### src/rtl/video_mem_arbiter.sv
// Video memory arbiter: shares one 16-bit word-addressed memory between the
// line-buffer video fetch and a CPU port.
//   clk40, reset              : single clock, asynchronous active-high reset
//   lineEnding/nextFrameActive/nextVPos : request a fetch of the next line
//   cpu_req/cpu_we/cpu_addr/cpu_wdata -> cpu_ack/cpu_rdata : CPU handshake
//   mem_addr/mem_oe/mem_we/mem_wdata, mem_rdata : memory (read data one cycle
//                                                 after mem_oe)
//   fifo_full -> fifo_wr/fifo_data : pixel FIFO write side
//   fetch_overrun             : sticky, a line request arrived while busy
module video_mem_arbiter #(
    parameter int unsigned WORDS_PER_LINE = 100,
    parameter logic [17:0] VIDEO_BASE     = 18'h00000
) (
    input  logic        clk40,
    input  logic        reset,
    input  logic        lineEnding,
    input  logic        nextFrameActive,
    input  logic [9:0]  nextVPos,
    input  logic        cpu_req,
    input  logic        cpu_we,
    input  logic [17:0] cpu_addr,
    input  logic [15:0] cpu_wdata,
    output logic        cpu_ack,
    output logic [15:0] cpu_rdata,
    output logic [17:0] mem_addr,
    output logic        mem_oe,
    output logic        mem_we,
    output logic [15:0] mem_wdata,
    input  logic [15:0] mem_rdata,
    input  logic        fifo_full,
    output logic        fifo_wr,
    output logic [15:0] fifo_data,
    output logic        fetch_overrun
);

    localparam int unsigned CountWidth = $clog2(WORDS_PER_LINE + 1);
    localparam logic [CountWidth-1:0] LastWord = CountWidth'(WORDS_PER_LINE - 1);

    typedef enum logic [1:0] {StIdle, StVidFetch, StCpuAcc, StCpuAck} state_t;

    state_t                stateQ, stateD;
    logic                  fetchPendingQ, fetchPendingD;
    logic [CountWidth-1:0] wordCountQ, wordCountD;
    logic [17:0]           lineAddrQ, lineAddrD;
    logic                  overrunQ, overrunD;
    logic                  cpuWeQ, cpuWeD;
    logic [15:0]           rdataQ, rdataD;
    logic                  fifoWrQ;
    logic                  issue;

    logic [17:0] lineOffset, lineBase;
    logic        newLine, busy, accept;

    // Line start address wraps modulo 2^18 by truncation.
    assign lineOffset = 18'(32'(nextVPos) * WORDS_PER_LINE);
    assign lineBase   = VIDEO_BASE + lineOffset;

    assign newLine = lineEnding & nextFrameActive;
    // A fetch is either running or already queued; a further request is dropped.
    assign busy    = (stateQ == StVidFetch) | fetchPendingQ;
    assign accept  = newLine & ~busy;

    always_ff @(posedge clk40 or posedge reset) begin
        if (reset) begin
            stateQ        <= StIdle;
            fetchPendingQ <= 1'b0;
            wordCountQ    <= '0;
            lineAddrQ     <= '0;
            overrunQ      <= 1'b0;
            cpuWeQ        <= 1'b0;
            rdataQ        <= '0;
            fifoWrQ       <= 1'b0;
        end else begin
            stateQ        <= stateD;
            fetchPendingQ <= fetchPendingD;
            wordCountQ    <= wordCountD;
            lineAddrQ     <= lineAddrD;
            overrunQ      <= overrunD;
            cpuWeQ        <= cpuWeD;
            rdataQ        <= rdataD;
            fifoWrQ       <= issue;
        end
    end

    always_comb begin
        stateD        = stateQ;
        fetchPendingD = fetchPendingQ;
        wordCountD    = wordCountQ;
        lineAddrD     = lineAddrQ;
        overrunD      = overrunQ | (newLine & busy);
        cpuWeD        = cpuWeQ;
        rdataD        = rdataQ;
        issue         = 1'b0;
        cpu_ack       = 1'b0;
        mem_addr      = '0;
        mem_oe        = 1'b0;
        mem_we        = 1'b0;
        mem_wdata     = '0;

        if (accept) begin
            lineAddrD = lineBase;
        end

        case (stateQ)
            StIdle: begin
                // Video wins over the CPU, including a request arriving this cycle.
                if (fetchPendingQ || accept) begin
                    stateD        = StVidFetch;
                    fetchPendingD = 1'b0;
                    wordCountD    = '0;
                end else if (cpu_req) begin
                    stateD = StCpuAcc;
                    cpuWeD = cpu_we;
                end
            end
            StVidFetch: begin
                mem_addr = lineAddrQ + 18'(wordCountQ);
                if (!fifo_full) begin
                    mem_oe = 1'b1;
                    issue  = 1'b1;
                    if (wordCountQ == LastWord) begin
                        stateD     = StIdle;
                        wordCountD = '0;
                    end else begin
                        wordCountD = wordCountQ + 1'b1;
                    end
                end
            end
            StCpuAcc: begin
                mem_addr = cpu_addr;
                if (cpuWeQ) begin
                    mem_we    = 1'b1;
                    mem_wdata = cpu_wdata;
                end else begin
                    mem_oe = 1'b1;
                end
                stateD = StCpuAck;
                if (accept) fetchPendingD = 1'b1;
            end
            StCpuAck: begin
                cpu_ack = 1'b1;
                if (!cpuWeQ) rdataD = mem_rdata;
                stateD = StIdle;
                if (accept) fetchPendingD = 1'b1;
            end
            default: stateD = StIdle;
        endcase
    end

    // Read data is passed through during the ack cycle and then held.
    assign cpu_rdata     = rdataD;
    assign fifo_wr       = fifoWrQ;
    assign fifo_data     = fifoWrQ ? mem_rdata : 16'h0000;
    assign fetch_overrun = overrunQ;

endmodule
### config.mk
export PLATFORM = sky130hd
export DESIGN_NAME = video_mem_arbiter
export DESIGN_NICKNAME = d
export VERILOG_FILES = /design/src/rtl/video_mem_arbiter.sv
export SDC_FILE = /design/constraint.sdc
export NUM_CORES = 1
export LEC_CHECK = 0
export CAP_MARGIN = 10
export CORE_UTILIZATION = 45
export DETAILED_ROUTE_END_ITERATION = 7
export PLACE_DENSITY = 0.88
export SYNTH_ARGS = -nofsm -noshare
export SYNTH_HDL_FRONTEND = slang
export SYNTH_SLANG_ARGS = --single-unit
### constraint.sdc
create_clock -name clk40 -period 2.8 [get_ports clk40]
set_clock_uncertainty 0.1 [all_clocks]
set_input_delay 0.42 -clock clk40 [delete_from_list [all_inputs] [get_ports clk40]]
set_output_delay 0.42 -clock clk40 [all_outputs]
set_load 0.005 [all_outputs]
### Yosys cells after proc, flatten, opt, wreduce, memory -nomap -nowiden

Index checks and enable logic that the tools add are counted.

| word-level totals | value |
|---|---|
| bits of input ports | 67 |
| register bits | 44 |
| word-level logic and storage cells | 61 |
| output and inout port bits | 71 |

| operators by class | value |
|---|---|
| equal/unequal tests | 9 |
| $add $sub $neg | 2 |
| bitwise logic cells | 7 |
| reductions and logical operators | 9 |
| muxes and demuxes | 25 |
| multiply operators | 1 |

Operators by type and width:

| cell | number |
|---|---|
| $mux W16 | 5 |
| $pmux W18 S2 | 1 |
| $mux W7 | 3 |
| $add A17 B7 Y18 | 1 |
| $mul A10 B5 Y15 const B | 1 |
| $pmux W7 S2 | 1 |
| $reduce_and A3 Y1 | 4 |
| $mux W1 | 8 |
| $mux W2 | 4 |
| $pmux W2 S4 | 1 |
| $add A7 B1 Y7 const B | 1 |
| $eq A7 B7 Y1 const B | 1 |
| $eq A2 B2 Y1 const B | 2 |
| $ne A2 B1 Y1 const B | 2 |
| $ne A2 B2 Y1 const B | 2 |
| $pmux W1 S2 | 2 |
| $reduce_bool A2 Y1 | 2 |
| $and A1 B1 Y1 | 3 |
| $ne A3 B3 Y1 const B | 1 |
| $eq A2 B1 Y1 const B | 1 |
| $logic_not A2 Y1 | 1 |
| $not A1 Y1 | 2 |
| $or A1 B1 Y1 | 2 |
| $reduce_or A2 Y1 | 1 |
| $logic_or A1 B1 Y1 | 1 |

### Longest topological paths before layout

Gate-level depths: netlist (run 1).

| logic depth | value |
|---|---|
| depth in word-level cells | 7 |
| gate-level depth with buffers | 11 |
| gate-level depth less buffers | 11 |

### Worst setup path before layout (run 1)

No wires, ideal clock.

| timing path | value |
|---|---|
| path kind | in2reg |
| from | input port nextVPos[4] |
| to | register lineAddrQ[16] |
| data required time | 2,631 ps |
| stages on the path | 11 |
| arrival time | 2,866 ps |
| buffers on the path | 0 |
| setup time | 69 ps |
| path slack | -235 ps |
| path through | ha_1 > ha_1 > inv_1 > fa_1 > inv_1 > ha_1 > a21o_1 > a21oi_1 > a211oi_1 > or4_1 > nand3_1 |

| on the way | value |
|---|---|
| word-level cells in the longest chain between the ends | 1 |

Ends and longest elaborated chain:

| element | line | RTL |
|---|---|---|
| start: declaration | 18 | `input logic [9:0] nextVPos,` |
| $mul A10 B5 Y15 | 55 | `assign lineOffset = 18'(32'(nextVPos) * WORDS_PER_LINE);` |
| end signal: assignment | 77 | `lineAddrQ <= lineAddrD;` |
| end: declaration | 44 | `logic [17:0] lineAddrQ, lineAddrD;` |

Every way passes these cells.
A chain may end at the register's enable or synchronous reset.

### Worst setup path after layout (run 1)

| timing path | value |
|---|---|
| from | register lineAddrQ[2] |
| to | output port mem_addr[14] |

| on the way | value |
|---|---|
| word-level cells in the longest chain between the ends | 2 |

Ends and longest elaborated chain:

| element | line | RTL |
|---|---|---|
| $add A17 B7 Y18 | 117 | `mem_addr = lineAddrQ + 18'(wordCountQ);` |
| $pmux W18 S2 | 104 | `case (stateQ)` |
| end: declaration | 25 | `output logic [17:0] mem_addr,` |

Every way passes these cells.

==> flow_metrics.tcl, run 1 <==
set metrics [dict create \
    result_of_the_run "finished, violations left" \
    failed_checks "negative setup slack" \
    post-route-cell-area_um2 6180 \
    floorplan.rows 32 \
    p_leak_nw 2.84 \
    die_area_um2 8450 \
    drt.antenna.violating_nets 0 \
    n_fill_cell 438 \
    timing.final.setup_violations 10 \
    postSynth.asyncResetShare_pct 100 \
    antenna_found_initial 0 \
    ff_latch_area_um2 1100 \
    drt-total-wl_um 13700 \
    clock_tree.htree_level_count 2 \
    slowest_stage "dfrtp_1" \
    nNetsFinal 732 \
    met3RoutedLength_um 923 \
    finalWorstSetupSlack_ns -0.379 \
    timing.critical_path.from_type "flip-flop" \
    ctsRootBufferMaster "clkbuf_8" \
    cp_data_arrival_time_ns 2.66 \
    multi_input_comb_area_um2 2800 \
    cap_viol_max_count 0 \
    yosys_register_bits 44 \
    post-route-drc-count 0 \
    antenna-diode-count 0 \
    grt_pass1_vias 4047 \
    critPathMaxFanout 3 \
    detailroute.via_count 4099 \
    worst_setup_hold_path_clk_slew_ns 0.08 \
    combPwrFrac_pct 66.0 \
    critPathBufInv 3 \
    path_cells "ha_4, fa_2, a21o_1, a21o_1, a21oi_4, buf_6, buf_6, mux2i_1, nand2_1, buf_2" \
    io_pins 138 \
    synth.largest_area_cell "dfrtp_1" \
    maxSlewHeadroom_pct 45.1 \
    drtPass1Iterations 5 \
    finalWorstPathRequiredPeriod_ns 3.18 \
    fmax_mhz 315 \
    synth.distinct_cells 49 \
    first_iter_violations 202 \
    synthFlopType "dfrtp_1" \
    top_signal_layer_used "met4" \
    netSwitchingFraction_pct 41.1 \
    syn-instance-count 403 \
    sequential_cell_area_fraction_in_the_yosys_report_pct 30.3 \
    die_h_um 91.9 \
    syn2layout_area_growth_pct 69.8 \
    final_max_slew_viol_count 0 \
    cells_taking_the_most_area_after_synthesis "dfrtp_1 30%, ha_1 16%, nand2_1 5.3%" \
    power_per_cell_area_nw_per_um2 797 \
    initial_utilization_pct 46.8 \
    crit_family "compound AO/OA/AOI/OAI gates" \
    placement.cell_area_um2 5620 \
    setup_repair_after_global_routing_missed_its_margin "true" \
    synth.net_count 522 \
    internal_power_mw 2.90 \
    m1_wire_length_um 4970 \
    placeableCoreArea_um2 7770 \
    maximum_number_of_pins_on_one_net_before_global_route_repair 45 \
    clk_latency_ns 0.31 \
    tritoncts "built" \
    final_layout_size_suffix_gt1_share_pct 29.6 \
    postLayoutCoreUtil_pct 79.6 \
    clkSinkCount 44 \
    place.gp.congestion 0.936 \
    worst-setup-path-type "reg -> out" \
    syn_area_per_cell_um2 9.03 \
    cts_max_path_buffers 2 \
    number_of_failing_hold_endpoints_at_the_final_stage 0 \
    route.detailed.wl_per_inst_um 19.1 \
    worst_path_required_ns 2.28 \
    crit_path_max_cell_delay_ns 0.44 \
    worst_hold_path_type "in -> reg" \
    pin_slew_with_the_least_headroom_to_its_limit_ns 0.818 \
    synth_top_area_share_pct 30.3 \
    track_usage_pct 30.6 \
    cts_made_buffers 5 \
    dp_hpwl_um 9390 \
    die-width_um 91.9 \
    yosys_warnings 0 \
    worst_setup_path_end_kind "primary output" \
    largest_vdd_supply_drop_mv 0.327 \
    drt-vias-per-instance 5.72 \
    routed-wl-met2_um 7120 \
    final.period_utilization_pct 114 \
    synth_edf_count 0 \
    syn_area_um2 3640 \
    p_sw_mw 2.03 \
    p_seq_share_pct 23.0 \
    first_pass_grt_wire_length_um 20100 \
    power.clock.fraction_pct 11.0 \
    io_buffers 137 \
    grt_ovf 0 \
]
-- worst reg2reg max path, stage by stage, from the launching register on --
cell	delay, ns
dfrtp_1	0.42
inv_2	0.14
ha_1	0.30
inv_1	0.12
a211oi_2	0.43
o2111ai_1	0.23
or3_1	0.40
a21oi_1	0.17
-- kinds of logic after synthesis --
logic type                 after synthesis  synth area share [%]
buffers and inverters                   37                  3.85
adders and majority gates               52                  19.1
DFF                                     44                  30.3
and+or+nand+nor                        152                  21.5
AOI/OAI and AO/OA                       81                  15.1
muxes                                   21                  6.36
xor gates and xnor gates                16                  3.85
-- final timing paths --
kind | slack (ns) | end | cells after the start | from
max in group asynchronous | 1.76 | lineAddrQ[2]$_DFFE_PP0P_ | 3 | reset
min in group asynchronous | 0.46 | rdataQ[14]$_DFF_PP0_ | 3 | reset
setup / recovery | -0.38 | mem_addr[14] | 10 | lineAddrQ[2]$_DFFE_PP0P_
hold reg to reg | 0.39 | lineAddrQ[6]$_DFFE_PP0P_ | 2 | lineAddrQ[6]$_DFFE_PP0P_
setup reg to reg | 0.43 | wordCountQ[5]$_DFFE_PP0P_ | 7 | stateQ[1]$_DFFE_PP0P_
hold / removal | 0.33 | lineAddrQ[4]$_DFFE_PP0P_ | 3 | nextVPos[2]
-- cells in the mapped netlist (5+ instances only) --
library cell	instances
clkbuf_1	10
a22oi_1	5
nand4_1	5
inv_1	23
a21oi_1	14
nand2_1	51
nand3_1	15
dfrtp_1	44
fa_1	6
a21o_1	8
xnor2_1	5
o21ai_0	17
mux2_2	17
ha_1	46
o21ai_1	7
xor2_1	11
and3_1	19
nor2_1	21
or4_1	5
and2_1	20
-- layout make-up --
type	count	area share (%)
clock buffer	7	1.56
clock inverter	1	0.486
inverter	26	1.58
multi-input combinational	322	45.4
sequential	44	17.8
tap	102	2.07
timing repair buffer	214	31.1
-- cells in the final DEF (no fill, tap or decap), types with 10 or more instances in the layout --
cell type | synthesis | routed
clkdlybuf4s50_1 | 0 | 114
buf_4 | 0 | 68
nand2_1 | 51 | 50
dfrtp_1 | 44 | 44
ha_1 | 46 | 22
ha_4 | 0 | 21
nor2_1 | 21 | 19
and3_1 | 19 | 19
inv_1 | 23 | 17
mux2_2 | 17 | 17
and2_1 | 20 | 17
o21ai_0 | 17 | 14
nand3_1 | 15 | 13
xor2_1 | 11 | 11
buf_6 | 0 | 11
buf_2 | 1 | 10
-- metrics by stage --
stage          setup TNS (ns)  setup WS (ns)  cells  hold WS, ns  power [mW]
6_report                -1.51         -0.379    716        0.330        4.93
2_1_floorplan         -0.0126        -0.0126    403        0.350        2.50
3_3_place_gp            -6.18         -0.535    692        0.362        3.90
3_5_place_dp            -7.16         -0.629    692        0.371        4.03
4_1_cts                -0.739         -0.195    710        0.390        4.61
5_1_grt                 -2.25         -0.444    716        0.354        5.21
-- per-layer routing --
metal / vias up / global-route usage (%)
met3: 60 / 5.31
li1: 1865 / -
met1: 1963 / 32.4
met5: - / 0
met2: 211 / 58.8
met4: 0 / 13.2
-- state kept, by name (all words and copies together), names as in the netlist --
signal         cells
rdataQ            16
lineAddrQ         15
wordCountQ         7
stateQ             2
cpuWeQ             1
fetchPendingQ      1
fetch_overrun      1
fifo_wr            1
-- power by group through the flow --
stage / registers (mW) / logic, mW / clock network (mW)
final: 1.13 / 3.25 / 0.541
after global routing: 1.16 / 3.48 / 0.571
after CTS: 1.11 / 2.97 / 0.536
after detailed placement: 1.13 / 2.90 / 0
after global placement: 1.10 / 2.80 / 0
after floorplan: 1.06 / 1.44 / 0
-- repair_timing --
| item | in CTS | in global routing |
|---|---|---|
| resized for setup | 84 | 57 |
| endpoints found under the setup margin | 21 | 31 |
| pin swaps | 35 | 41 |
| buffers inserted | 12 | 8 |
| hold buffers | 0 | 0 |
No activity file was read; power rests on OpenSTA's default activity.
==> run 2, diff against run 1 <==
- CAP_MARGIN: 10 -> 5
==> results of run 2 <==
The final DEF is identical to that of run 1; final timing and power are the same.
